`config.mk`:
```
export PLATFORM = sky130hd
export DESIGN_NAME = memory_stage
export DESIGN_NICKNAME = d
export VERILOG_FILES = /design/src/rtl/memory_pkg.sv /design/src/rtl/mem_timeout_ctr.sv /design/src/rtl/memory_stage.sv
export SDC_FILE = /design/constraint.sdc
export NUM_CORES = 1
export LEC_CHECK = 0
export ABC_AREA = 1
export CORE_UTILIZATION = 25
export CTS_CLUSTER_SIZE = 20
export DETAILED_ROUTE_END_ITERATION = 10
export PLACE_DENSITY = 0.55
export SKIP_LAST_GASP = 1
export SLEW_MARGIN = 10
export SYNTH_ARGS = -nofsm -noshare
export SYNTH_HDL_FRONTEND = slang
export SYNTH_SLANG_ARGS = --single-unit
export TNS_END_PERCENT = 20
```
`constraint.sdc`:
```
create_clock -name clk -period 2.65 [get_ports clk]
set_input_delay 0.53 -clock clk [delete_from_list [all_inputs] [get_ports clk]]
set_output_delay 0.53 -clock clk [all_outputs]
set_load 0.05 [all_outputs]
```
`src/rtl/memory_pkg.sv`:
```
// memory_pkg: shared types and defaults for the memory stage.
// Optional feature macro honoured by memory_stage: MEM_ALIGN_CHECK_EN.
package memory_pkg;

  typedef enum logic [1:0] {
    IDLE   = 2'd0,
    BUSY   = 2'd1,
    HALTED = 2'd2
  } state_e;

  localparam int TIMEOUT_DEFAULT = 255;
  localparam int CNT_W_DEFAULT   = 8;
  localparam int DATA_W          = 16;

  // A halfword access is misaligned when the byte address is odd.
  function automatic logic is_misaligned(input logic [DATA_W-1:0] addr);
    return addr[0];
  endfunction

endpackage

```
`src/rtl/mem_timeout_ctr.sv`:
```
// mem_timeout_ctr: counts BUSY cycles of an outstanding data-memory access.
// o_reached is high in the BUSY cycle that is the TIMEOUT-th one since the
// clear, i.e. the count includes the cycle currently in progress.
module mem_timeout_ctr #(
  parameter int CNT_W   = 8,
  parameter int TIMEOUT = 255
) (
  input  logic clk,
  input  logic rst,
  input  logic i_clr,
  input  logic i_en,
  output logic o_reached
);

  // The register holds completed BUSY cycles, so the TIMEOUT-th cycle is
  // in progress when it equals TIMEOUT-1.
  localparam logic [CNT_W-1:0] LIMIT = CNT_W'(TIMEOUT - 1);
  localparam logic [CNT_W-1:0] ONE   = CNT_W'(1);

  logic [CNT_W-1:0] r_cnt;

  // Cycle counter: clear has priority over enable.
  always_ff @(posedge clk or posedge rst) begin
    if (rst) begin
      r_cnt <= '0;
    end else if (i_clr) begin
      r_cnt <= '0;
    end else if (i_en) begin
      r_cnt <= r_cnt + ONE;
    end else begin
      r_cnt <= r_cnt;
    end
  end

  assign o_reached = (r_cnt == LIMIT);

endmodule

```
`src/rtl/memory_stage.sv`:
```
// memory_stage: load/store stage of the 16-bit core with a req/done memory
// handshake, upstream stall, timeout abort and HALT retirement.
// Optional feature: define MEM_ALIGN_CHECK_EN to reject odd-address
// loads/stores with err instead of issuing them to memory.
module memory_stage
  import memory_pkg::*;
#(
  parameter int TIMEOUT = TIMEOUT_DEFAULT,
  parameter int CNT_W   = CNT_W_DEFAULT
) (
  input  logic        clk,
  input  logic        rst,
  input  logic        valid,
  input  logic [15:0] aluOut,
  input  logic [15:0] writeData,
  input  logic        memRead,
  input  logic        memWrite,
  input  logic        halt,
  output logic        mem_req,
  output logic        mem_wr,
  output logic [15:0] mem_addr,
  output logic [15:0] mem_wdata,
  input  logic        mem_done,
  input  logic [15:0] mem_rdata,
  output logic        stall,
  output logic        wbValid,
  output logic [15:0] wbData,
  output logic        halted,
  output logic        err
);

  state_e      r_state;
  state_e      w_state_nxt;
  logic        r_mem_wr;
  logic        w_mem_wr_nxt;
  logic [15:0] r_mem_addr;
  logic [15:0] w_mem_addr_nxt;
  logic [15:0] r_mem_wdata;
  logic [15:0] w_mem_wdata_nxt;
  logic        r_wb_valid;
  logic        w_wb_valid_nxt;
  logic [15:0] r_wb_data;
  logic [15:0] w_wb_data_nxt;
  logic        r_err;
  logic        w_err_nxt;
  logic        w_stall;
  logic        w_ctr_clr;
  logic        w_ctr_en;
  logic        w_reached;
  logic        w_is_mem;
  logic        w_misaligned;

  assign w_is_mem = memRead | memWrite;

`ifdef MEM_ALIGN_CHECK_EN
  assign w_misaligned = w_is_mem & is_misaligned(aluOut);
`else
  assign w_misaligned = 1'b0;
`endif

  mem_timeout_ctr #(
    .CNT_W  (CNT_W),
    .TIMEOUT(TIMEOUT)
  ) u_timeout (
    .clk      (clk),
    .rst      (rst),
    .i_clr    (w_ctr_clr),
    .i_en     (w_ctr_en),
    .o_reached(w_reached)
  );

  // State, request latches and write-back outputs.
  always_ff @(posedge clk or posedge rst) begin
    if (rst) begin
      r_state     <= IDLE;
      r_mem_wr    <= 1'b0;
      r_mem_addr  <= 16'h0000;
      r_mem_wdata <= 16'h0000;
      r_wb_valid  <= 1'b0;
      r_wb_data   <= 16'h0000;
      r_err       <= 1'b0;
    end else begin
      r_state     <= w_state_nxt;
      r_mem_wr    <= w_mem_wr_nxt;
      r_mem_addr  <= w_mem_addr_nxt;
      r_mem_wdata <= w_mem_wdata_nxt;
      r_wb_valid  <= w_wb_valid_nxt;
      r_wb_data   <= w_wb_data_nxt;
      r_err       <= w_err_nxt;
    end
  end

  // Next-state and next-output logic; stall is combinational so the accept
  // cycle of a memory op already freezes upstream.
  always_comb begin
    w_state_nxt     = r_state;
    w_mem_wr_nxt    = r_mem_wr;
    w_mem_addr_nxt  = r_mem_addr;
    w_mem_wdata_nxt = r_mem_wdata;
    w_wb_valid_nxt  = 1'b0;
    w_wb_data_nxt   = r_wb_data;
    w_err_nxt       = r_err;
    w_stall         = 1'b0;
    w_ctr_clr       = 1'b0;
    w_ctr_en        = 1'b0;

    case (r_state)
      IDLE: begin
        if (valid) begin
          if (halt) begin
            // HALT retires silently; stall starts from the next cycle.
            w_state_nxt = HALTED;
          end else if (w_is_mem) begin
            if (w_misaligned) begin
              w_err_nxt      = 1'b1;
              w_wb_valid_nxt = 1'b1;
              w_wb_data_nxt  = 16'h0000;
            end else begin
              w_mem_addr_nxt  = aluOut;
              w_mem_wdata_nxt = writeData;
              w_mem_wr_nxt    = memWrite;
              w_ctr_clr       = 1'b1;
              w_stall         = 1'b1;
              w_state_nxt     = BUSY;
            end
          end else begin
            w_wb_valid_nxt = 1'b1;
            w_wb_data_nxt  = aluOut;
          end
        end else begin
          w_wb_valid_nxt = 1'b0;
        end
      end

      BUSY: begin
        w_stall  = 1'b1;
        w_ctr_en = 1'b1;
        // Completion wins over a timeout landing in the same cycle.
        if (mem_done) begin
          if (r_mem_wr) begin
            w_wb_data_nxt = r_wb_data;
          end else begin
            w_wb_data_nxt = mem_rdata;
          end
          w_wb_valid_nxt = 1'b1;
          w_state_nxt    = IDLE;
        end else if (w_reached) begin
          w_err_nxt      = 1'b1;
          w_wb_valid_nxt = 1'b1;
          w_wb_data_nxt  = 16'h0000;
          w_state_nxt    = IDLE;
        end else begin
          w_state_nxt = BUSY;
        end
      end

      HALTED: begin
        w_stall     = 1'b1;
        w_state_nxt = HALTED;
      end

      default: begin
        w_state_nxt = IDLE;
      end
    endcase
  end

  // Reset must drop stall at once even if upstream still presents a memory op.
  assign stall     = w_stall & ~rst;
  assign mem_req   = (r_state == BUSY);
  assign halted    = (r_state == HALTED);
  assign mem_wr    = r_mem_wr;
  assign mem_addr  = r_mem_addr;
  assign mem_wdata = r_mem_wdata;
  assign wbValid   = r_wb_valid;
  assign wbData    = r_wb_data;
  assign err       = r_err;

endmodule

```
==> out/results.env <==
CRITICAL_PATH.CELL_CHAIN='inv_1, ha_1, o21ai_2, nor2_2, nor2_1, nor3_1, buf_12'
CRIT-REG2REG-LAUNCH='r_state[1]'
SYNTH.TOP_CELL.AREA_SHARE=0.532
POWER_PER_CELL_AREA_nW_PER_UM2=1390
FIRST_PASS_ITERS=4
CTS-HOLD-FIX-BUFFERS=0
REG2REG_SETUP_SLACK_NS=0.67
MAX_FREQ_GHz=0.404
CTS_BUFFER_COUNT=9
SYN2LAYOUT_AREA_GROWTH_PCT=54.3
FIN_CELLS=602
HP-CLASS='flip-flop to flip-flop'
CORE-AREA_UM2=11000
CRITICAL-PATH-TOP-DELAY-FAMILY='simple AND/OR/NAND/NOR gates'
GRT_SETUP_UNREPAIRED='no'
GR-USAGE-ALL-LAYERS=0.136
MIN_DELAY_WORST_ENDPOINT='wbData[8]'
GRT_PASS1_WL_UM=12200
DRC=0
CELL_AREA_AFTER_SYNTHESIS_UM2=2870
WORST_IR_DROP_VDD_mV=0.553
STARTPOINT_OF_THE_MOST_CRITICAL_SETUP_PATH='r_state[1]'
FINAL_MAX_SLEW_VIOL_COUNT=0
PORT_BUFFERS=108
VIA_COUNT_OF_THE_FIRST_GLOBAL_ROUTING_PASS=2573
CELLS_RESIZED_BY_POST_CTS_REPAIR=0
REG2REG_DEPTH=9
HOLD_START='wbData[8]'
PLACED_CELLS=586
VIAS=2618
FRACTION_OF_THE_CYCLE_THE_FINAL_WORST_PATH_NEEDS=0.934
CRIT_ARRIVAL_NS=1.94
WHS_PATH_DEPTH=2
RR_ENDPOINT='mem_addr[10]'
POSTSYNTHCELLCOUNT=348
TIGHTESTPINTRANSITION_NS=0.734
DIE-WIDTH_UM=109
INITIAL_ANTENNA_VIOLATION_COUNT=0
FINISH.INSTANCE_AREA_UM2=4430
FINALCRITICALPERIOD_NS=2.47
DRT-WIRELENGTH-PER-CELL_UM=12.8
SYNTHDISTINCTLIBCELLS=25
YOSYS.AREA.TOP_TYPE='sky130_fd_sc_hd__dfrtp_1'
HOLD_VIO_CNT_FINAL=0
DIE_Y_UM=109
CRITICAL_PATH.N_BUFFERS_INVERTERS=2
YOSYS_REGISTER_BITS=61
TRITONCTS='built'
MAX-SLEW-MARGIN-REL=0.510
POST_ROUTE_CELLS_DRIVE_ABOVE_1_SHARE=0.0758
ANTENNADIODECOUNT=0
LAYOUT_COMMONEST_CELL='sky130_fd_sc_hd__nand2_1'
FINALSETUPVIOLATIONS=0
GRT-OVFL-TOTAL=0
CP.REQUIRED_NS=2.12
WORSTSETUPENDPOINTTYPE='primary output'
SYNTHESIS.NETS=410
FINAL_CELL_MIX='123 x sky130_fd_sc_hd__nand2_1, 107 x sky130_fd_sc_hd__clkdlybuf4s50_1, 61 x sky130_fd_sc_hd__dfrtp_1, 38 x sky130_fd_sc_hd__nand3_1, 32 x sky130_fd_sc_hd__o21ai_0'
DETAIL-ROUTE-ANTENNA-NETS=0
POST_LAYOUT_TOTAL_POWER_mW=6.13
TIMING.CLOCK.SKEW_NS=0.00661
WORSTSKEWPAIRLATENCY_NS=0.32
GPL_CONGESTION=0.801
POSTCTSSETUPREPAIRBUFS=0
CP_MAX_FO=8
DPL.HPWL_UM=5400
AVGSYNTHCELLAREA_UM2=8.25
PLACED_AREA_UM2=4100
WL_UM=7700
CRITPATHKIND='flip-flop to primary output'
AREA_CONTRIBUTORS_POST_SYNTH='sky130_fd_sc_hd__dfrtp_1 53%, sky130_fd_sc_hd__nand2_1 16%, sky130_fd_sc_hd__nand3_1 6.6%, sky130_fd_sc_hd__o21ai_0 5.6%, sky130_fd_sc_hd__inv_1 3.9%'
NUMCLOCKSINKS=61
YOSYSWARNINGS=0
INITIAL_STANDARD_CELL_UTILIZATION_OF_THE_CORE=0.260
LAYOUT.NETS=519
DESIGN.DIE.AREA_UM2=11900
RUN_STATUS='complete, no violations'
CRIT_SLOWEST_CELL='sky130_fd_sc_hd__dfrtp_1'
MAXCAPVIOLCOUNT=0
WORST_SETUP_HOLD_PATH_CLK_SLEW_NS=0.05
ROUTE.DETAILED.VIAS_PER_INST=4.35
IO_COUNT=109
YOSYSSEQAREASHARE=0.532
GRT_MAX_DEGREE=34
LKG_PWR_nW=2.11
TIMING.FINAL.WS_SETUP_NS=0.176
H-TREE-DEPTH=3
CRITPATHLAUNCHTYPE='flip-flop'
DP_SLACK_NS=0.302
FINAL.SETUP.TNS_NS=0
INITIALDRTVIOLATIONCOUNT=97
CP_SLOWEST_STAGE_DELAY_NS=0.41
CLOCK_BUFFER_DEPTH=2
NUM_ROWS=38
CTS_ROOT_BUFFER='sky130_fd_sc_hd__clkbuf_16'
==> worst max-delay path by stage <==
stage | endpoint | slack (ns) | cells after the start
floorplan | stall | 0.02 | 6
global route | stall | 0.05 | 7
finish | stall | 0.18 | 7
CTS | stall | 0.14 | 7
detailed placement | stall | 0.30 | 6
global placement | stall | 0.33 | 6
==> state kept, by name (all words and copies together), names as in the netlist <==
name,flops
mem_addr,16
err,1
wbData,16
mem_wr,1
mem_wdata,16
wbValid,1
r_state,2
u_timeout.r_cnt,8
==> metal layers <==
metal	GRT usage	routed length [µm]
met5	0	0
met4	0.0521	71
met3	0.0400	525
met2	0.225	3480
met1	0.165	3620
==> cell families after synthesis <==
group | count (synthesis) | synth area share
buffers and inverters | 47 | 0.0724
DFF | 61 | 0.532
AOI/OAI and AO/OA | 42 | 0.0759
and+or+nand+nor | 190 | 0.286
xor gates and xnor gates | 1 | 0.00305
adders and majority gates | 7 | 0.0305
==> worst reg2reg max path, cell delays in order, from the launching register on <==
cell and delay (ns):
sky130_fd_sc_hd__dfrtp_1 0.41, sky130_fd_sc_hd__inv_1 0.14, sky130_fd_sc_hd__ha_1 0.33, sky130_fd_sc_hd__o21ai_2 0.12
sky130_fd_sc_hd__nor2_2 0.11, sky130_fd_sc_hd__buf_4 0.26, sky130_fd_sc_hd__inv_2 0.06, sky130_fd_sc_hd__buf_4 0.24
sky130_fd_sc_hd__nand2_1 0.10, sky130_fd_sc_hd__o21ai_0 0.08
==> Yosys cell counts (all sizes together) <==
cell type and number:
ha 7, nand4 2, clkbuf 2, o21ai 37
nand3 38, inv 31, nor3 2, a21oi 4
nor2 18, or2 1, dfrtp 61, buf 14
a31o 1, nor3b 2, xnor2 1, nand2 127
==> report_power, final <==
group	switching, mW	internal [mW]
logic	2.23	1.06
registers	0.239	1.34
clock network	0.421	0.846
total	2.89	3.25
==> stage by stage <==
stage,util,hold WS [ns]
2_1_floorplan,-,0.499
3_3_place_gp,0.372,0.454
3_5_place_dp,0.372,0.459
4_1_cts,0.401,0.472
5_1_grt,0.401,0.491
6_report,0.401,0.469
==> layout make-up <==
| class | instances | area, µm² |
|---|---|---|
| clock buffer | 10 | 239 |
| clock inverter | 6 | 86.3 |
| fill | 1167 | 6600 |
| inverter | 31 | 116 |
| multi-input combinational | 240 | 1140 |
| sequential | 61 | 1530 |
| tap | 140 | 175 |
| timing repair buffer | 114 | 1150 |
No activity file was read; power rests on OpenSTA's default activity.
